==> src/rtl/leds_pkg.sv <==
// Shared types and constants for the LED driver: state encoding, LED count and the
// legal ranges of the top-level parameters.
package leds_pkg;

  typedef enum logic [1:0] {
    RST,
    LAMP,
    RUN
  } state_e;

  localparam int unsigned LED_COUNT       = 8;
  localparam int unsigned LAMP_CYCLES_MAX = 255;
  localparam int unsigned PWM_BITS_MIN    = 1;
  localparam int unsigned PWM_BITS_MAX    = 8;

endpackage

==> src/rtl/leds_if.sv <==
// Internal bus between the LED state machine and the PWM generator, plus an
// observation view of the registered LED vector.
interface leds_if;
  import leds_pkg::*;

  logic                 en;
  logic                 pwm_on;
  logic [LED_COUNT-1:0] led;

  modport master (output en, input pwm_on, output led);
  modport slave  (input en, output pwm_on);
  modport mon    (input led);

endinterface

==> src/rtl/leds_pwm.sv <==
// PWM counter and duty compare. The counter is held at 0 while disabled and runs
// freely (wrapping) while enabled; pwm_on reflects the current counter value.
module leds_pwm
  import leds_pkg::*;
#(
  parameter int unsigned PWM_BITS = 4,
  parameter int unsigned DUTY     = 16
) (
  input  logic   CLK,
  input  logic   RST_N,
  leds_if.slave  bus
);

  // One extra bit so that DUTY = 2^PWM_BITS is representable.
  localparam logic [PWM_BITS:0]   DutyW = (PWM_BITS + 1)'(DUTY);
  localparam logic [PWM_BITS-1:0] One   = PWM_BITS'(1);

  logic [PWM_BITS-1:0] cnt_q = '0;
  logic [PWM_BITS-1:0] cnt_d;

  always_comb begin
    cnt_d = '0;
    if (bus.en) begin
      cnt_d = cnt_q + One;
    end
  end

  always_ff @(posedge CLK) begin
    if (!RST_N) begin
      cnt_q <= '0;
    end else begin
      cnt_q <= cnt_d;
    end
  end

  assign bus.pwm_on = ({1'b0, cnt_q} < DutyW);

endmodule

==> src/rtl/leds.sv <==
// LED driver: after reset, a lamp test lights every LED for LAMP_CYCLES cycles, then
// the PATTERN mask is shown gated by a PWM duty cycle. All outputs are registered.
module leds
  import leds_pkg::*;
#(
  parameter logic [LED_COUNT-1:0] PATTERN     = 8'h01,
  parameter int unsigned          LAMP_CYCLES = 8,
  parameter int unsigned          PWM_BITS    = 4,
  parameter int unsigned          DUTY        = 16
) (
  input  logic CLK,
  input  logic RST_N,
  output logic LED0,
  output logic LED1,
  output logic LED2,
  output logic LED3,
  output logic LED4,
  output logic LED5,
  output logic LED6,
  output logic LED7
);

  if (LAMP_CYCLES > LAMP_CYCLES_MAX) begin : g_bad_lamp
    $error("leds: LAMP_CYCLES out of range 0..255");
  end
  if (PWM_BITS < PWM_BITS_MIN || PWM_BITS > PWM_BITS_MAX) begin : g_bad_bits
    $error("leds: PWM_BITS out of range 1..8");
  end
  if (DUTY > (1 << PWM_BITS)) begin : g_bad_duty
    $error("leds: DUTY exceeds 2^PWM_BITS");
  end

  localparam bit        LampEn   = (LAMP_CYCLES != 0);
  localparam logic [7:0] LampLast = 8'(LAMP_CYCLES - 1);

  state_e               state_q = RST;
  state_e               state_d;
  logic [7:0]           lamp_q  = '0;
  logic [7:0]           lamp_d;
  logic [LED_COUNT-1:0] led_q   = '0;
  logic [LED_COUNT-1:0] led_d;

  leds_if u_if ();

  leds_pwm #(
    .PWM_BITS (PWM_BITS),
    .DUTY     (DUTY)
  ) u_pwm (
    .CLK   (CLK),
    .RST_N (RST_N),
    .bus   (u_if)
  );

  always_comb begin
    state_d = state_q;
    lamp_d  = lamp_q;
    unique case (state_q)
      RST:  state_d = LampEn ? LAMP : RUN;
      LAMP: begin
        if (lamp_q == LampLast) begin
          state_d = RUN;
        end
        // Saturate so the counter can never wrap back to a lamp-test value.
        lamp_d = (lamp_q == 8'hFF) ? lamp_q : lamp_q + 8'd1;
      end
      RUN:     state_d = RUN;
      default: state_d = RST;
    endcase

    // Outputs follow the state being entered, so LEDs change on the transition edge.
    led_d = '0;
    unique case (state_d)
      LAMP:    led_d = '1;
      RUN:     led_d = u_if.pwm_on ? PATTERN : '0;
      default: led_d = '0;
    endcase
  end

  always_ff @(posedge CLK) begin
    if (!RST_N) begin
      state_q <= RST;
      lamp_q  <= '0;
      led_q   <= '0;
    end else begin
      state_q <= state_d;
      lamp_q  <= lamp_d;
      led_q   <= led_d;
    end
  end

  // The PWM counter advances during the cycle before each RUN edge, so RUN entry uses count 0.
  assign u_if.en  = (state_d == RUN);
  assign u_if.led = led_q;

  assign {LED7, LED6, LED5, LED4, LED3, LED2, LED1, LED0} = led_q;

endmodule

==> config.mk <==
export PLATFORM = sky130hd
export DESIGN_NAME = leds
export DESIGN_NICKNAME = d
export VERILOG_FILES = /design/src/rtl/leds_pkg.sv /design/src/rtl/leds_if.sv /design/src/rtl/leds_pwm.sv /design/src/rtl/leds.sv
export SDC_FILE = /design/constraint.sdc
export NUM_CORES = 1
export LEC_CHECK = 0
export BUFFER_PORTS_ARGS = -buffer_cell sky130_fd_sc_hd__buf_2
export CAP_MARGIN = 10
export CELL_PAD_IN_SITES_DETAIL_PLACEMENT = 0
export CELL_PAD_IN_SITES_GLOBAL_PLACEMENT = 1
export CORE_MARGIN = 1
export CORE_UTILIZATION = 25
export CTS_BUF_LIST = sky130_fd_sc_hd__clkbuf_2
export DETAILED_ROUTE_END_ITERATION = 10
export GPL_TIMING_DRIVEN = 0
export PLACE_DENSITY = 0.55
export RECOVER_POWER = 25
export SLEW_MARGIN = 30
export SYNTH_ARGS = -nofsm -noshare
export SYNTH_HDL_FRONTEND = slang
export SYNTH_SLANG_ARGS = --single-unit
==> constraint.sdc <==
create_clock -name CLK -period 2.3 [get_ports CLK]
set_input_delay 0.115 -clock CLK [delete_from_list [all_inputs] [get_ports CLK]]
set_output_delay 0.115 -clock CLK [all_outputs]
set_load 0.005 [all_outputs]
==> results.json, run 1 <==
{
  "grt_pass1_wl_um": 2070,
  "drive_above_1_share": 0.2949,
  "setup-violations-final": 0,
  "io_buffers": 9,
  "root_buffer": "clkbuf_2",
  "finalCritPeriodShare": 0.6503,
  "ctsHoldBuffers": 0,
  "hpwl_um": 829.2,
  "grt_pass1_vias": 450,
  "grt_max_degree": 11,
  "tritoncts": "built",
  "hold_violations": 0,
  "ios": 10,
  "wl_per_cell_um": 10.88,
  "ys_ff_latch": 12,
  "cp-end-kind": "flop",
  "slowest_stage": "a2111oi_0",
  "clockPowerShare": 0.283,
  "post_cts_buffers": 0,
  "final_nets": 83,
  "drc": 0,
  "p_leak_uw": 0.0002773,
  "synthesis.nets": 69,
  "skew_ps": 3.022,
  "pwr-share-seq": 0.613,
  "worst-setup-path-type": "reg2reg",
  "drtIter0Drc": 10,
  "vias": 497,
  "die_h_um": 51.62,
  "cts_resized": 0,
  "combPwrFrac": 0.104,
  "ys_types": 31,
  "row_count": 17,
  "critPathMaxFanout": 4,
  "p_int_uw": 271.4,
  "critPathTopFamily": "simple AND/OR/NAND/NOR gates",
  "synthToLayoutAreaGrowth_pct": 15.24,
  "ys_seq_area_frac": 0.3902,
  "clock_tree.htree_level_count": 1,
  "cts_sinks": 12,
  "antenna_cells": 0,
  "cts_buffers": 3,
  "synth_warnings": 0,
  "cp.arrival_ps": 1660,
  "post-route-min-period_ps": 1496,
  "syn-mean-instance-area_sq_um": 9.327,
  "start_util": 0.2705,
  "start_kind": "flop",
  "critPathBufInv": 0,
  "antenna_left": 0,
  "vias_per_cell": 4.689,
  "power.total_uw": 360.5,
  "die_area_sq_mm": 0.002665,
  "die_x_um": 51.62,
  "crit_path_cell_trace": "ha_1 -> and3_1 -> a2111oi_0 -> and3b_1",
  "vdd_drop_max_mv": 0.2462,
  "layout_common_cells": "dfxtp_1 (12), nand2_1 (9), buf_2 (8)",
  "final_common_cell": "dfxtp_1",
  "antenna_found_initial": 0,
  "syn_area_sq_um": 615.6,
  "drv_slew": 0,
  "cap_violations": 0,
  "p_per_area_mw_per_mm2": 508.1,
  "drt_wl_total_um": 1153,
  "drt_first_pass_iters": 2,
  "swShare": 0.2472,
  "rsz0062_at_grt": "false",
  "grt_usage": 0.1060,
  "clock.fmax_mhz": 668.6,
  "fin_setup_tns_ps": 0,
  "worst_skew_pair.late_latency_ps": 260,
  "grt_overflow": 0,
  "ctsLongestPathBuffers": 2,
  "max_slew.worst_pin.slew_ps": 419.0,
  "postSynthCellCount": 66,
  "switchingPower_uw": 89.11,
  "relSlewSlack": 0.7207,
  "hold_path.class": "in2reg",
  "clk_pin_slew_worst_paths_ps": 110,
  "core_area_sq_mm": 0.002276,
  "status": "finished, final reports clean",
  "required_ps": 2470,
  "gp_congestion": 0.6359,
  "slowest_delay_ps": 360
}
[worst reg2reg max path, delay by kind of cell (launching register included)]
family / cells / cell delay [ps]
flops: 1 / 350
simple gates: 2 / 460
compound gates: 1 / 360
fa+ha+maj: 1 / 240
[registers in the layout, summed over array words and instances (netlist names)]
name and flops:
state_q 2, led_q 2, lamp_q 8
[per-layer routing]
metal	GRT usage	vias to the layer above	wire length, um
met2	0.1494	12	495
met5	0	-	0
li1	-	258	-
met4	0.04054	0	9
met3	0.04386	2	68
met1	0.1418	225	580
[Yosys cell counts, drive strengths merged]
library cell / number / share of area
a2111oi: 2 / 0.039
a21boi: 2 / 0.024
a21oi: 2 / 0.016
a31oi: 1 / 0.010
and2: 2 / 0.020
and3: 1 / 0.010
and3b: 2 / 0.030
and4: 1 / 0.014
and4b: 1 / 0.018
buf: 7 / 0.091
clkbuf: 1 / 0.0061
dfxtp: 12 / 0.39
ha: 1 / 0.020
inv: 2 / 0.012
mux2i: 4 / 0.065
nand2: 9 / 0.055
nand2b: 3 / 0.043
nand3: 2 / 0.016
nor2b: 1 / 0.010
nor3: 1 / 0.0081
nor4: 2 / 0.020
o21a: 1 / 0.012
o21ai: 3 / 0.024
o31a: 1 / 0.016
o41ai: 1 / 0.014
or4: 1 / 0.012
[power by group through the flow]
stage / clock network (uW) / registers, uW / logic, uW
after floorplan: 0 / 225 / 26.2
after global placement: 0 / 226 / 38.5
after detailed placement: 0 / 226 / 38.8
after CTS: 107 / 221 / 38.8
after global routing: 120 / 222 / 42.5
final: 102 / 221 / 37.6
[stage by stage]
step	setup WS (ps)	hold WS, ps	cell area, sq um	std cells	utilization
5_1_grt	723.9	157.3	709.4	106	0.3117
3_3_place_gp	821.4	435.7	695.7	103	0.3057
2_1_floorplan	945.0	269.8	615.6	66	-
6_report	804.3	157.7	709.4	106	0.3117
3_5_place_dp	819.7	448.9	695.7	103	0.3057
4_1_cts	780.1	154.2	710.7	106	0.3123
[logic make-up (layout without fill, tap and decap cells)]
family / Yosys count / in the layout / share of synthesized area
flops: 12 / 12 / 0.3902
fa+ha+maj: 1 / 1 / 0.02032
buf+inv: 10 / 22 / 0.1097
compound gates: 13 / 13 / 0.1565
mux: 4 / 4 / 0.06504
simple gates: 26 / 26 / 0.2581
[layout make-up]
cell class                      instances  area (sq um)
Multi-Input combinational cell         44         307.8
Timing Repair Buffer                    9         43.79
Inverter                                2         7.507
Clock buffer                            3         15.01
Tap cell                               28         35.03
Sequential cell                        12         240.2
Buffer                                  8         60.06
Fill cell                             250          1567
[worst paths after layout]
kind              from        end  slack [ps]  cells past startpoint
min              RST_N  lamp_q[0]         160                      3
max          lamp_q[0]  lamp_q[3]         800                      4
max reg2reg  lamp_q[0]  lamp_q[3]         800                      4
min reg2reg  lamp_q[1]  lamp_q[1]         490                      2
Power figures use the tool's default switching activity.
==> run 2: changes to the inputs <==
- clock period: 2.3 -> 1.5 ns (I/O delays scaled with it)
==> run 2 against run 1 <==
Compared with the run above: clock power rose by 54%; combinational power rose by 57%; non-clock buffer count did not move; total power rose by 54%; wire length rose by 4.3%; worst hold slack got worse by 46 ps; first-iteration DRC count rose by 30%; utilization rose by 0.93 points; critical path depth did not move; global-route usage did not move; largest cell class unchanged.
==> results.json, run 2 (synthesized netlist as in run 1, its figures left out) <==
{
  "status": "finished, final reports clean",
  "hpwl_um": 829.2,
  "largest_register_ffs": 8,
  "drt_first_pass_iters": 4,
  "combPwrFrac": 0.106,
  "crit_path_cell_trace": "ha_1 -> and3_2 -> a2111oi_2 -> and3b_1",
  "grt_usage": 0.1060,
  "layout_common_cells": "dfxtp_1 (11), nand2_1 (9), buf_2 (8)",
  "max_slew.worst_pin.slew_ps": 423.1,
  "largest_register": "lamp_q",
  "p_per_area_mw_per_mm2": 760.5,
  "grt_pass1_wl_um": 2070,
  "cts_sinks": 12,
  "final_nets": 83,
  "wl_per_cell_um": 11.35,
  "reg2reg_from": "lamp_q[0]",
  "swShare": 0.2499,
  "finalCritPeriodShare": 0.9618,
  "gp_congestion": 0.6359,
  "grt_max_degree": 11,
  "regArea_sq_um": 241.5,
  "clk_pin_slew_worst_paths_ps": 110,
  "multiInputGateArea_sq_um": 327.8,
  "design_area_sq_um": 730.7,
  "setup-violations-final": 0,
  "drv_slew": 0,
  "grt_overflow": 0,
  "clockPowerShare": 0.283,
  "tritoncts": "built",
  "start_util": 0.2705,
  "final_common_cell": "dfxtp_1",
  "critPathMaxFanout": 4,
  "cp-end-kind": "flop",
  "p_int_uw": 416.9,
  "cp.arrival_ps": 1610,
  "die_x_um": 51.62,
  "post-route-min-period_ps": 1443,
  "slowest_delay_ps": 350,
  "drtIter0Drc": 13,
  "hold_path.class": "in2reg",
  "post_cts_buffers": 0,
  "relSlewSlack": 0.7180,
  "power.total_uw": 555.7,
  "p_leak_uw": 0.0002774,
  "worst_skew_pair.late_latency_ps": 260,
  "ctsHoldBuffers": 0,
  "startpoint": "lamp_q[0]",
  "dpl_cell_area_sq_um": 695.7,
  "drc": 0,
  "whs_ps": 111.9,
  "antenna_left": 0,
  "skew_ps": 5.919,
  "slowest_stage": "dfxtp_2",
  "synthToLayoutAreaGrowth_pct": 18.70,
  "required_ps": 1660,
  "core_area_sq_mm": 0.002276,
  "vdd_drop_max_mv": 0.3789,
  "start_kind": "flop",
  "drive_above_1_share": 0.3333,
  "drt_wl_total_um": 1203,
  "row_count": 17,
  "cts_buffers": 3,
  "ctsLongestPathBuffers": 2,
  "min-delay-start": "RST_N",
  "die_area_sq_mm": 0.002665,
  "hold_violations": 0,
  "critPathBufInv": 0,
  "rsz0062_at_grt": "true",
  "switchingPower_uw": 138.9,
  "largestRegisters": "lamp_q: 8 flops, led_q: 2 flops, state_q: 2 flops",
  "ios": 10,
  "pwr-share-seq": 0.611,
  "fillers": 248,
  "critPathTopFamily": "simple AND/OR/NAND/NOR gates",
  "grt_pass1_vias": 450,
  "worst-setup-path-type": "reg2reg",
  "clock_tree.htree_level_count": 1,
  "antenna_cells": 0,
  "clock.fmax_mhz": 693.2,
  "cap_violations": 0,
  "antenna_found_initial": 0,
  "die_h_um": 51.62,
  "io_buffers": 9,
  "root_buffer": "clkbuf_2",
  "vias_per_cell": 4.745,
  "vias": 503
}
-- run 2: per-stage QoR --
stage,setup WS [ps],cells,TNS [ps],utilization
after floorplan,145.0,66,0,-
after global placement,21.41,103,0,0.3057
after detailed placement,19.72,103,0,0.3057
after CTS,8.035,106,0,0.3128
after global routing,-34.04,106,-41.39,0.3211
final,57.34,106,0,0.3211
-- run 2: final timing paths --
path	slack, ps	depth (start not counted)	to
worst max register to register	60	4	lamp_q[3]
worst min-delay path	110	3	lamp_q[0]
worst max-delay path	60	4	lamp_q[3]
worst min register to register	490	2	lamp_q[0]
-- run 2: power groups by stage --
stage / logic (uW) / clock network, uW / registers [uW]
floorplan: 40.2 / 0 / 344
global placement: 59.0 / 0 / 346
detailed placement: 59.5 / 0 / 347
CTS: 59.5 / 164 / 339
global route: 66.6 / 185 / 342
finish: 59.0 / 157 / 339
-- run 2: layout make-up --
| type | count | area share |
|---|---|---|
| Sequential cell | 12 | 0.3305 |
| Clock buffer | 3 | 0.02055 |
| Tap cell | 28 | 0.04795 |
| Timing Repair Buffer | 9 | 0.05993 |
| Buffer | 8 | 0.08219 |
| Inverter | 2 | 0.01027 |
| Multi-Input combinational cell | 44 | 0.4486 |
-- run 2: worst register-to-register path, stage by stage (launching register included) --
cell	delay [ps]
dfxtp_2	350
ha_1	230
and3_2	270
a2111oi_2	290
and3b_1	210
-- run 2: layer usage --
layer / track usage / share of wire
met3: 0.04386 / 0.059
met1: 0.1418 / 0.49
met5: 0 / 0
met4: 0.04054 / 0.0075
met2: 0.1494 / 0.44
-- run 2: timing repair --
item                                   in CTS  in global routing
endpoints found under the hold margin       0                  0
gates cloned                                0                  0
setup endpoints to repair                   1                  3
resized for setup                           1                  4
